`src/rtl/gcbp_pkg.sv`:
```
// Shared GCBP definitions: array geometry, frame-slot encoding and the BRAM address format.
package gcbp_pkg;

   localparam int C_SUBIMAGE_HEIGHT = 64;
   localparam int C_NUM_SUBIMAGES   = 16;
   localparam int C_LINE_BITS       = 128;
   localparam int C_ADDR_BITS       = 9;

   localparam int C_LINE_IDX_BITS = $clog2(C_SUBIMAGE_HEIGHT);
   localparam int C_SUB_IDX_BITS  = $clog2(C_NUM_SUBIMAGES);
   localparam int C_TAG_BITS      = C_SUB_IDX_BITS + C_LINE_IDX_BITS;

   // Three frame slots live in each BRAM; encoding 3 never holds a frame.
   typedef enum logic [1:0] {
      LOC_SLOT0   = 2'd0,
      LOC_SLOT1   = 2'd1,
      LOC_SLOT2   = 2'd2,
      LOC_INVALID = 2'd3
   } frame_loc_e;

   function automatic logic [C_ADDR_BITS-1:0] gcbp_addr(input logic [1:0] loc,
                                                        input logic [C_LINE_IDX_BITS-1:0] line);
      return C_ADDR_BITS'({loc, line});
   endfunction

   function automatic logic loc_pair_ok(input logic [1:0] curr, input logic [1:0] prev);
      return (curr != LOC_INVALID) && (prev != LOC_INVALID) && (curr != prev);
   endfunction

endpackage

```
`src/rtl/gcbp_skid_fifo.sv`:
```
// Fall-through skid FIFO: a push into an empty FIFO is visible on pop_dat the same cycle.
// Zero-cycle latency when empty; caller must not push when count == DEPTH (credit guarded upstream).
module gcbp_skid_fifo #(
   parameter int DEPTH = 2,
   parameter int WIDTH = 266,
   parameter int CW    = $clog2(DEPTH + 1)
) (
   input  logic             i_clk,
   input  logic             i_resetn,
   input  logic             push,
   input  logic [WIDTH-1:0] push_dat,
   input  logic             pop,
   output logic [WIDTH-1:0] pop_dat,
   output logic             vld,
   output logic [CW-1:0]    count
);
   localparam int AW = (DEPTH > 1) ? $clog2(DEPTH) : 1;

   logic [WIDTH-1:0] mem [DEPTH];
   logic [AW-1:0]    wr_ptr, rd_ptr;
   logic             empty, bypass, wr, rd;

   assign empty   = (count == '0);
   assign bypass  = empty & push & pop;
   assign wr      = push & ~bypass;
   assign rd      = pop & ~empty;
   assign vld     = ~empty | push;
   assign pop_dat = empty ? push_dat : mem[rd_ptr];

   always_ff @(posedge i_clk) begin
      if (!i_resetn) begin
         wr_ptr <= '0;
         rd_ptr <= '0;
         count  <= '0;
      end else begin
         if (wr) begin
            mem[wr_ptr] <= push_dat;
            wr_ptr      <= (wr_ptr == AW'(DEPTH - 1)) ? '0 : wr_ptr + AW'(1);
         end
         if (rd) begin
            rd_ptr <= (rd_ptr == AW'(DEPTH - 1)) ? '0 : rd_ptr + AW'(1);
         end
         count <= count + CW'(wr) - CW'(rd);
      end
   end

endmodule

```
`src/rtl/gcbp_bram_reader.sv`:
```
// Streams curr/prev frame lines of all 16 sub-images from the GCBP array; first beat C_RD_LATENCY+1 cycles after start.
// Credit-limited reads so a stalled consumer never loses BRAM data; one beat per cycle when unstalled.
module gcbp_bram_reader
   import gcbp_pkg::*;
#(
   parameter int C_RD_LATENCY = 1
) (
   input  logic                       i_clk,
   input  logic                       i_resetn,
   input  logic                       i_start,
   input  logic [1:0]                 i_curr_frame_loc,
   input  logic [1:0]                 i_prev_frame_loc,
   output logic [C_SUB_IDX_BITS-1:0]  o_bram_array_read_sel,
   output logic [C_ADDR_BITS-1:0]     o_bram_array_read_addr_a,
   output logic [C_ADDR_BITS-1:0]     o_bram_array_read_addr_b,
   output logic                       o_bram_array_read_en,
   input  logic [C_LINE_BITS-1:0]     i_bram_array_read_data_a,
   input  logic [C_LINE_BITS-1:0]     i_bram_array_read_data_b,
   output logic [C_LINE_BITS-1:0]     o_curr_line,
   output logic [C_LINE_BITS-1:0]     o_prev_line,
   output logic                       o_line_valid,
   input  logic                       i_line_ready,
   output logic [C_SUB_IDX_BITS-1:0]  o_subimage_idx,
   output logic [C_LINE_IDX_BITS-1:0] o_line_idx,
   output logic                       o_subimage_last,
   output logic                       o_busy,
   output logic                       o_done,
   output logic                       o_err
);
   localparam int C_FIFO_DEPTH = C_RD_LATENCY + 1;
   localparam int C_CNT_BITS   = $clog2(C_FIFO_DEPTH + 1);
   localparam int C_FIFO_W     = 2 * C_LINE_BITS + C_TAG_BITS;

   typedef enum logic [1:0] {S_IDLE, S_READ, S_DRAIN, S_DONE} state_e;

   state_e                     state;
   logic [1:0]                 curr_loc_q, prev_loc_q;
   logic [C_SUB_IDX_BITS-1:0]  sub_cnt;
   logic [C_LINE_IDX_BITS-1:0] line_cnt;
   logic                       done_q, err_q;
   logic [C_RD_LATENCY-1:0]    cap_vld;
   logic [C_TAG_BITS-1:0]      cap_tag [C_RD_LATENCY];
   logic [C_CNT_BITS-1:0]      in_flight, fifo_cnt;
   logic                       credit_ok, rd_en, fifo_vld;
   logic [C_FIFO_W-1:0]        fifo_dat;
   logic [C_TAG_BITS-1:0]      beat_tag;

   always_comb begin
      in_flight = '0;
      for (int i = 0; i < C_RD_LATENCY; i++) begin
         in_flight = in_flight + C_CNT_BITS'(cap_vld[i]);
      end
   end

   // Every read in flight already owns a FIFO slot, so the FIFO can never overflow.
   assign credit_ok = ({1'b0, in_flight} + {1'b0, fifo_cnt}) < (C_CNT_BITS + 1)'(C_FIFO_DEPTH);
   assign rd_en     = i_resetn && (state == S_READ) && credit_ok;

   assign o_bram_array_read_en     = rd_en;
   assign o_bram_array_read_sel    = rd_en ? sub_cnt : '0;
   assign o_bram_array_read_addr_a = rd_en ? gcbp_addr(curr_loc_q, line_cnt) : '0;
   assign o_bram_array_read_addr_b = rd_en ? gcbp_addr(prev_loc_q, line_cnt) : '0;

   always_ff @(posedge i_clk) begin
      if (!i_resetn) begin
         state      <= S_IDLE;
         curr_loc_q <= '0;
         prev_loc_q <= '0;
         sub_cnt    <= '0;
         line_cnt   <= '0;
         done_q     <= 1'b0;
         err_q      <= 1'b0;
      end else begin
         done_q <= 1'b0;
         err_q  <= 1'b0;
         case (state)
            S_IDLE: begin
               if (i_start) begin
                  if (loc_pair_ok(i_curr_frame_loc, i_prev_frame_loc)) begin
                     curr_loc_q <= i_curr_frame_loc;
                     prev_loc_q <= i_prev_frame_loc;
                     sub_cnt    <= '0;
                     line_cnt   <= '0;
                     state      <= S_READ;
                  end else begin
                     err_q <= 1'b1;
                  end
               end
            end
            S_READ: begin
               if (rd_en) begin
                  line_cnt <= line_cnt + C_LINE_IDX_BITS'(1);
                  if (line_cnt == C_LINE_IDX_BITS'(C_SUBIMAGE_HEIGHT - 1)) begin
                     sub_cnt <= sub_cnt + C_SUB_IDX_BITS'(1);
                     if (sub_cnt == C_SUB_IDX_BITS'(C_NUM_SUBIMAGES - 1)) begin
                        state <= S_DRAIN;
                     end
                  end
               end
            end
            S_DRAIN: begin
               if (in_flight == '0 && fifo_cnt == '0) begin
                  state  <= S_DONE;
                  done_q <= 1'b1;
               end
            end
            S_DONE:  state <= S_IDLE;
            default: state <= S_IDLE;
         endcase
      end
   end

   // Valid/tag shift register mirrors the BRAM pipeline so data and tags land together.
   always_ff @(posedge i_clk) begin
      if (!i_resetn) begin
         cap_vld <= '0;
      end else begin
         cap_vld[0] <= rd_en;
         for (int i = 1; i < C_RD_LATENCY; i++) begin
            cap_vld[i] <= cap_vld[i-1];
         end
      end
   end

   always_ff @(posedge i_clk) begin
      cap_tag[0] <= {sub_cnt, line_cnt};
      for (int i = 1; i < C_RD_LATENCY; i++) begin
         cap_tag[i] <= cap_tag[i-1];
      end
   end

   gcbp_skid_fifo #(
      .DEPTH (C_FIFO_DEPTH),
      .WIDTH (C_FIFO_W),
      .CW    (C_CNT_BITS)
   ) u_skid_fifo (
      .i_clk    (i_clk),
      .i_resetn (i_resetn),
      .push     (cap_vld[C_RD_LATENCY-1]),
      .push_dat ({i_bram_array_read_data_a, i_bram_array_read_data_b, cap_tag[C_RD_LATENCY-1]}),
      .pop      (o_line_valid & i_line_ready),
      .pop_dat  (fifo_dat),
      .vld      (fifo_vld),
      .count    (fifo_cnt)
   );

   assign o_line_valid    = i_resetn & fifo_vld;
   assign beat_tag        = o_line_valid ? fifo_dat[C_TAG_BITS-1:0] : '0;
   assign o_curr_line     = o_line_valid ? fifo_dat[C_FIFO_W-1 -: C_LINE_BITS] : '0;
   assign o_prev_line     = o_line_valid ? fifo_dat[C_TAG_BITS +: C_LINE_BITS] : '0;
   assign o_subimage_idx  = beat_tag[C_TAG_BITS-1 -: C_SUB_IDX_BITS];
   assign o_line_idx      = beat_tag[C_LINE_IDX_BITS-1:0];
   assign o_subimage_last = o_line_valid && (o_line_idx == C_LINE_IDX_BITS'(C_SUBIMAGE_HEIGHT - 1));

   assign o_busy = i_resetn && (state != S_IDLE);
   assign o_done = i_resetn & done_q;
   assign o_err  = i_resetn & err_q;

endmodule

```
`config.mk`:
```
export PLATFORM = sky130hd
export DESIGN_NAME = gcbp_bram_reader
export DESIGN_NICKNAME = d
export VERILOG_FILES = /design/src/rtl/gcbp_pkg.sv /design/src/rtl/gcbp_skid_fifo.sv /design/src/rtl/gcbp_bram_reader.sv
export SDC_FILE = /design/constraint.sdc
export NUM_CORES = 1
export LEC_CHECK = 0
export CAP_MARGIN = 20
export CELL_PAD_IN_SITES_DETAIL_PLACEMENT = 1
export CELL_PAD_IN_SITES_GLOBAL_PLACEMENT = 1
export CORE_MARGIN = 1.5
export CORE_UTILIZATION = 30
export CTS_BUF_LIST = sky130_fd_sc_hd__clkbuf_8 sky130_fd_sc_hd__clkbuf_16
export DETAILED_ROUTE_END_ITERATION = 12
export PLACE_DENSITY = 0.58
export SYNTH_ARGS = -nofsm -noshare
export SYNTH_HDL_FRONTEND = slang
export SYNTH_HIERARCHICAL = 1
export SYNTH_SLANG_ARGS = --single-unit
```
`constraint.sdc`:
```
create_clock -name i_clk -period 21.7 [get_ports i_clk]
set_input_delay 5.425 -clock i_clk [delete_from_list [all_inputs] [get_ports i_clk]]
set_output_delay 5.425 -clock i_clk [all_outputs]
set_load 0.02 [all_outputs]
```
# Yosys cells after proc, flatten, opt, wreduce, memory -nomap -nowiden
# Memories as Yosys holds them, arrays and structs flattened. A register that Yosys moved wholly into a read port is not among the register bits.
# Index checks and enable logic that the tools add are counted.
# op_classes
addsub	7
multipliers	0
div	0
magnitude_cmp	1
eq_ne	15
shifts	0
mux	32
bitwise	11
n_reduce_logical	18
# ops
op	count
266-bit 2-to-1 mux	1
128-bit 2-to-1 mux	2
4-bit 2-to-1 mux	5
6-bit 2-to-1 mux	3
8-bit 2-to-1 mux	2
6-bit equality test (second input constant)	2
2-bit 2-to-1 mux	6
2-bit != test (second input constant)	6
6-bit case mux with 2 select lines	1
10-bit 2-to-1 mux	1
1-bit 2-to-1 mux	9
1-bit bitwise AND	8
2-bit case mux with 4 select lines	1
4-bit case mux with 2 select lines	1
1-bit logical AND	7
6-bit by 1-bit adder with 6-bit output (second input constant)	1
2-bit zero test	3
3-bit AND reduction	2
6-bit AND reduction	1
5-bit AND reduction	1
4-bit by 1-bit adder with 4-bit output (second input constant)	1
2-bit equality test (second input constant)	2
4-bit equality test (second input constant)	1
2-bit by 1-bit != test with 1-bit output (second input constant)	2
12 further kinds	15
# totals
regBits	23
latchBits	0
ramBits	542
rom_bits	0
input_bits	264
output_inout_bits	294
n_memories	2
# mem_list
memory	depth	word_bits	rd	rd_ports_with_merged_regs	wr	line_no	source
u_skid_fifo.mem	2	266	1	1	1	gcbp_skid_fifo.sv:19	logic [WIDTH-1:0] mem [DEPTH];
cap_tag	1	10	1	0	1	gcbp_bram_reader.sv:42	logic [C_TAG_BITS-1:0] cap_tag [C_RD_LATENCY];

# Depth between registers and ports, before layout
# logic_depth
ltp_word	11
mapped_depth	12
depth_no_buf	10

# Modules after synthesis
# Netlist, hierarchy kept.
# by_module_without_submodules
module	n_inst	cells_each	area_each_um2
gcbp_skid_fifo	1	1446	22021.1
gcbp_bram_reader	1	482	3291.9

# Worst setup path before layout
# No wires, ideal clock.
# synth_path
path_kind	input-to-reg
from	in i_resetn
to	mem u_skid_fifo.mem[0][0] (enable)
arrival_ps	17092
required_time_ps	20802
setup_slack_ps	3710
cell_stages	5
path_buffers	1
cell_sequence	clkbuf_1 and3_1 or3b_2 nand3_1 nor2_1
# synth_via
elab_chain_cells	8
# synth_rtl
element	line_no	source
start: declaration	gcbp_bram_reader.sv:9	input logic i_resetn,
1-bit bitwise AND	gcbp_bram_reader.sv:147	assign o_line_valid = i_resetn & fifo_vld;
1-bit bitwise AND	gcbp_bram_reader.sv:141	.pop (o_line_valid & i_line_ready),
1-bit bitwise AND	gcbp_skid_fifo.sv:24	assign bypass = empty & push & pop;
1-bit inverter	gcbp_skid_fifo.sv:25	assign wr = push & ~bypass;
1-bit bitwise AND	gcbp_skid_fifo.sv:25	
1-bit 2-to-1 mux	gcbp_skid_fifo.sv:36	if (wr) begin
1-bit 2-to-1 mux *	gcbp_skid_fifo.sv:31	if (!i_resetn) begin
1-bit 2-to-1 mux (implied by the code) *	gcbp_skid_fifo.sv:37	mem[wr_ptr] <= push_dat;
end: declaration	gcbp_skid_fifo.sv:19	
# Mark *: on every way between the ends. The rest lies on a longest branch, timed or not.

# Worst setup path after layout
# layout_path
from	in i_resetn
to	out o_curr_line[30]
# layout_via
elab_chain_cells	2
# layout_rtl
element	line_no	source
1-bit bitwise AND	gcbp_bram_reader.sv:147	
128-bit 2-to-1 mux	gcbp_bram_reader.sv:149	assign o_curr_line = o_line_valid ? fifo_dat[C_FIFO_W-1 -: C_LINE_BITS] : '0;
end: declaration	gcbp_bram_reader.sv:19	output logic [C_LINE_BITS-1:0] o_curr_line,
# No other way between the ends.

==> impl_metrics.ini <==
[status]
status = completed

[sta]
finalClockSkew_ns = 0.0187
setup_violations = 0
finalWorstPathRequiredPeriod_ns = 13.12
grt_setup_unrepaired = false
fmaxAchievable_mhz = 76.2
timing.max_slew.rel_slack_pct = 18.6
hold_viol_final = 0
post_route_setup_tns_ns = 0
timing_max_transition_violations_final = 0
final_period_utilization_pct = 60.5
tightest_slew_ns = 1.22

[clock_tree]
cts_htree_levels = 3
cts_tree = built
postCtsSetupBuffers = 0
clk-insertion-delay-late_ns = 0.60
cts-buffers-inserted = 67
clock_sink_count = 566
cts_resized = 0
root_buffer = clkbuf_16
clkSlewWorstSetupHoldPaths_ns = 0.06
clock_path_buffers = 3
ctsHoldBuffers = 0

[critical_path]
worst-endpoint-arrival_ns = 7.70
worstSetupPathType = input port to output pin
maximum_fanout_encountered_on_the_critical_timing_path = 92
cp-end-kind = output pin
cp.required_ns = 16.27
worstSetupStartpointType = input port

[layout]
finish.utilization_pct = 39.9
nets = 2682
area_growth_pct = 31.8
share_of_final_layout_standard_cells_stronger_than_drive_strength_1_pct = 4.64
number_of_filler_cells_placed_in_the_layout = 8764
multiInputGateArea_mm2 = 0.00754
layout.area.seq_mm2 = 0.0167
cell_count_final_fillers_out = 3550

[synthesis]
ys_warnings = 6
number_of_synthesized_register_bits = 566
synthesis.area_per_instance_um2 = 13.1
postSynth.asyncResetShare_pct = 0
synth_cell_types = 43
ys_dominant_reg_cell = edfxtp_1
synthCells = 1928
synth_seq_area_share_pct = 65.8
number_of_flops_mapped_to_enable_cells_by_yosys = 532
synth_area_mm2 = 0.0253

[power]
power.share.combinational_pct = 25.3
p_total_mw = 3.06
power_switching_uw = 935
power_dens_cells_mw_per_mm2 = 91.8
p_clk_share_pct = 33.6
sequentialPowerShare_pct = 41.1
max_ir_drop_vdd_mv = 0.0622
cellInternalPower_mw = 2.13
swShare_pct = 30.5
power.leakage_nw = 11.5

[floorplan]
num_rows = 106
die_height_um = 293
pin_count = 558
fp.dieArea_mm2 = 0.0861
die_w_um = 293
core_area_mm2 = 0.0836
start_util_pct = 30.3

[drt]
vias = 16900
detail_route.iter0.violations = 831
drc_errors = 0
drt_first_pass_iters = 5
finalWirelength_um = 74000
routed_wire_length_per_instance_um = 20.8
avg_vias_per_cell = 4.76
drt.antenna.violating_nets = 0

[grt]
grt_pass1_vias = 17900
antenna_found_initial = 17
gr-usage-all-layers_pct = 16.7
wire_length_of_the_first_global_routing_pass_um = 111000
aggregate_global_routing_overflow = 0
grt_start_max_net_pins = 238

[job]
drv_cap = 0

[place]
portBuffers = 555
place.gp.congestion = 0.765
hpwl_um = 47700
placed_cells_incl_taps = 3421

[min_path]
holdCritPathClass = register to register
-- power groups by stage --
stage / Sequential, mW / Combinational [mW] / Clock (mW)
after floorplan: 1.30 / 0.479 / 0
after global placement: 1.28 / 0.768 / 0
after global routing: 1.26 / 0.843 / 1.10
final: 1.26 / 0.775 / 1.03
after detailed placement: 1.28 / 0.785 / 0
after CTS: 1.26 / 0.790 / 1.07
-- worst paths after layout --
kind,slack (ns),end,depth (start not counted),startpoint
worst max register to register,16.37,u_skid_fifo/mem[0][174]$_DFFE_PP_,9,u_skid_fifo/count[1]$_SDFF_PN0_
worst min-delay path,0.42,cap_tag[0][7]$_DFF_P_,0,sub_cnt[1]$_SDFFE_PN0P_
worst max-delay path,8.58,o_curr_line[30],5,i_resetn
worst min register to register,0.42,cap_tag[0][7]$_DFF_P_,0,sub_cnt[1]$_SDFFE_PN0P_
-- per-layer routing --
metal / vias up / track usage (%) / routed length [µm]
met2: 398 / 29.0 / 37700
met3: 117 / 3.89 / 4070
met4: 12 / 5.93 / 1860
met1: 8220 / 20.1 / 30400
li1: 8135 / - / -
met5: - / 0 / 73
-- flip-flops by register name (all words and copies together) (netlist names), named ones only --
signal / cells
curr_loc_q: 2
state: 2
u_skid_fifo/mem: 532
cap_tag: 10
err_q: 1
prev_loc_q: 2
done_q: 1
u_skid_fifo/rd_ptr: 1
u_skid_fifo/count: 2
u_skid_fifo/wr_ptr: 1
sub_cnt: 4
cap_vld: 1
line_cnt: 6
-- cell type report --
| cell class | instances | share of cell area [%] |
|---|---|---|
| Multi-Input combinational cell | 1192 | 22.6 |
| Clock buffer | 67 | 5.02 |
| Inverter | 9 | 0.101 |
| Sequential cell | 566 | 49.9 |
| Tap cell | 1080 | 4.05 |
| Timing Repair Buffer | 574 | 17.3 |
| Clock inverter | 49 | 0.922 |
| Antenna cell | 13 | 0.0975 |
-- cells in the final DEF (no fill, tap or decap), types with 17 or more instances in the layout --
cell type,Yosys,layout
a21oi_1,268,268
and2_1,23,23
and3_1,272,272
clkbuf_16,0,67
clkdlybuf4s50_1,0,554
clkinv_1,0,17
dfxtp_1,34,33
edfxtp_1,532,532
inv_1,9,23
mux2i_1,274,274
nand2_1,17,17
nor2_1,272,270
-- metrics by stage --
step	worst slack (ns)	instance area [µm²]	hold slack (ns)
6_report	8.58	33400	0.425
5_1_grt	8.50	33400	0.447
4_1_cts	8.59	33300	0.428
3_5_place_dp	8.59	31400	0.416
3_3_place_gp	8.28	31300	0.406
2_1_floorplan	3.71	25300	0.368
-- Yosys cell counts (3+ instances only) --
| cell type | instances | area [µm²] |
|---|---|---|
| clkbuf_4 | 3 | 22.5 |
| edfxtp_1 | 532 | 16000 |
| buf_2 | 22 | 110 |
| nand3_1 | 6 | 30.0 |
| o21ai_0 | 6 | 30.0 |
| clkbuf_1 | 69 | 259 |
| nor2_1 | 272 | 1020 |
| and3_1 | 272 | 1700 |
| and2_1 | 23 | 144 |
| inv_1 | 9 | 33.8 |
| dfxtp_1 | 34 | 681 |
| buf_4 | 10 | 75.1 |
| a21oi_1 | 268 | 1340 |
| o31ai_1 | 4 | 30.0 |
| buf_6 | 57 | 642 |
| nand2_1 | 17 | 63.8 |
| xnor2_1 | 4 | 35.0 |
| ha_1 | 8 | 100 |
| mux2i_1 | 274 | 2740 |
| nor2b_1 | 7 | 43.8 |
-- critical path, stage by stage --
cell	delay [ns]
buf_6	0.35
buf_4	0.48
buf_16	0.30
and3_1	0.30
clkdlybuf4s50_1	0.63
-- logic make-up (layout without fill, tap and decap cells) --
logic type | Yosys count | in the layout | share of synthesized area, %
mux | 274 | 274 | 10.8
fa+ha+maj | 8 | 8 | 0.395
other cells | 1 | 15 | 0.0148
buf+inv | 171 | 699 | 4.53
simple gates | 613 | 613 | 12.3
xor+xnor | 4 | 4 | 0.138
flops | 566 | 566 | 65.8
compound gates | 291 | 291 | 5.95
Note: power is estimated with default switching activity, not from simulation.
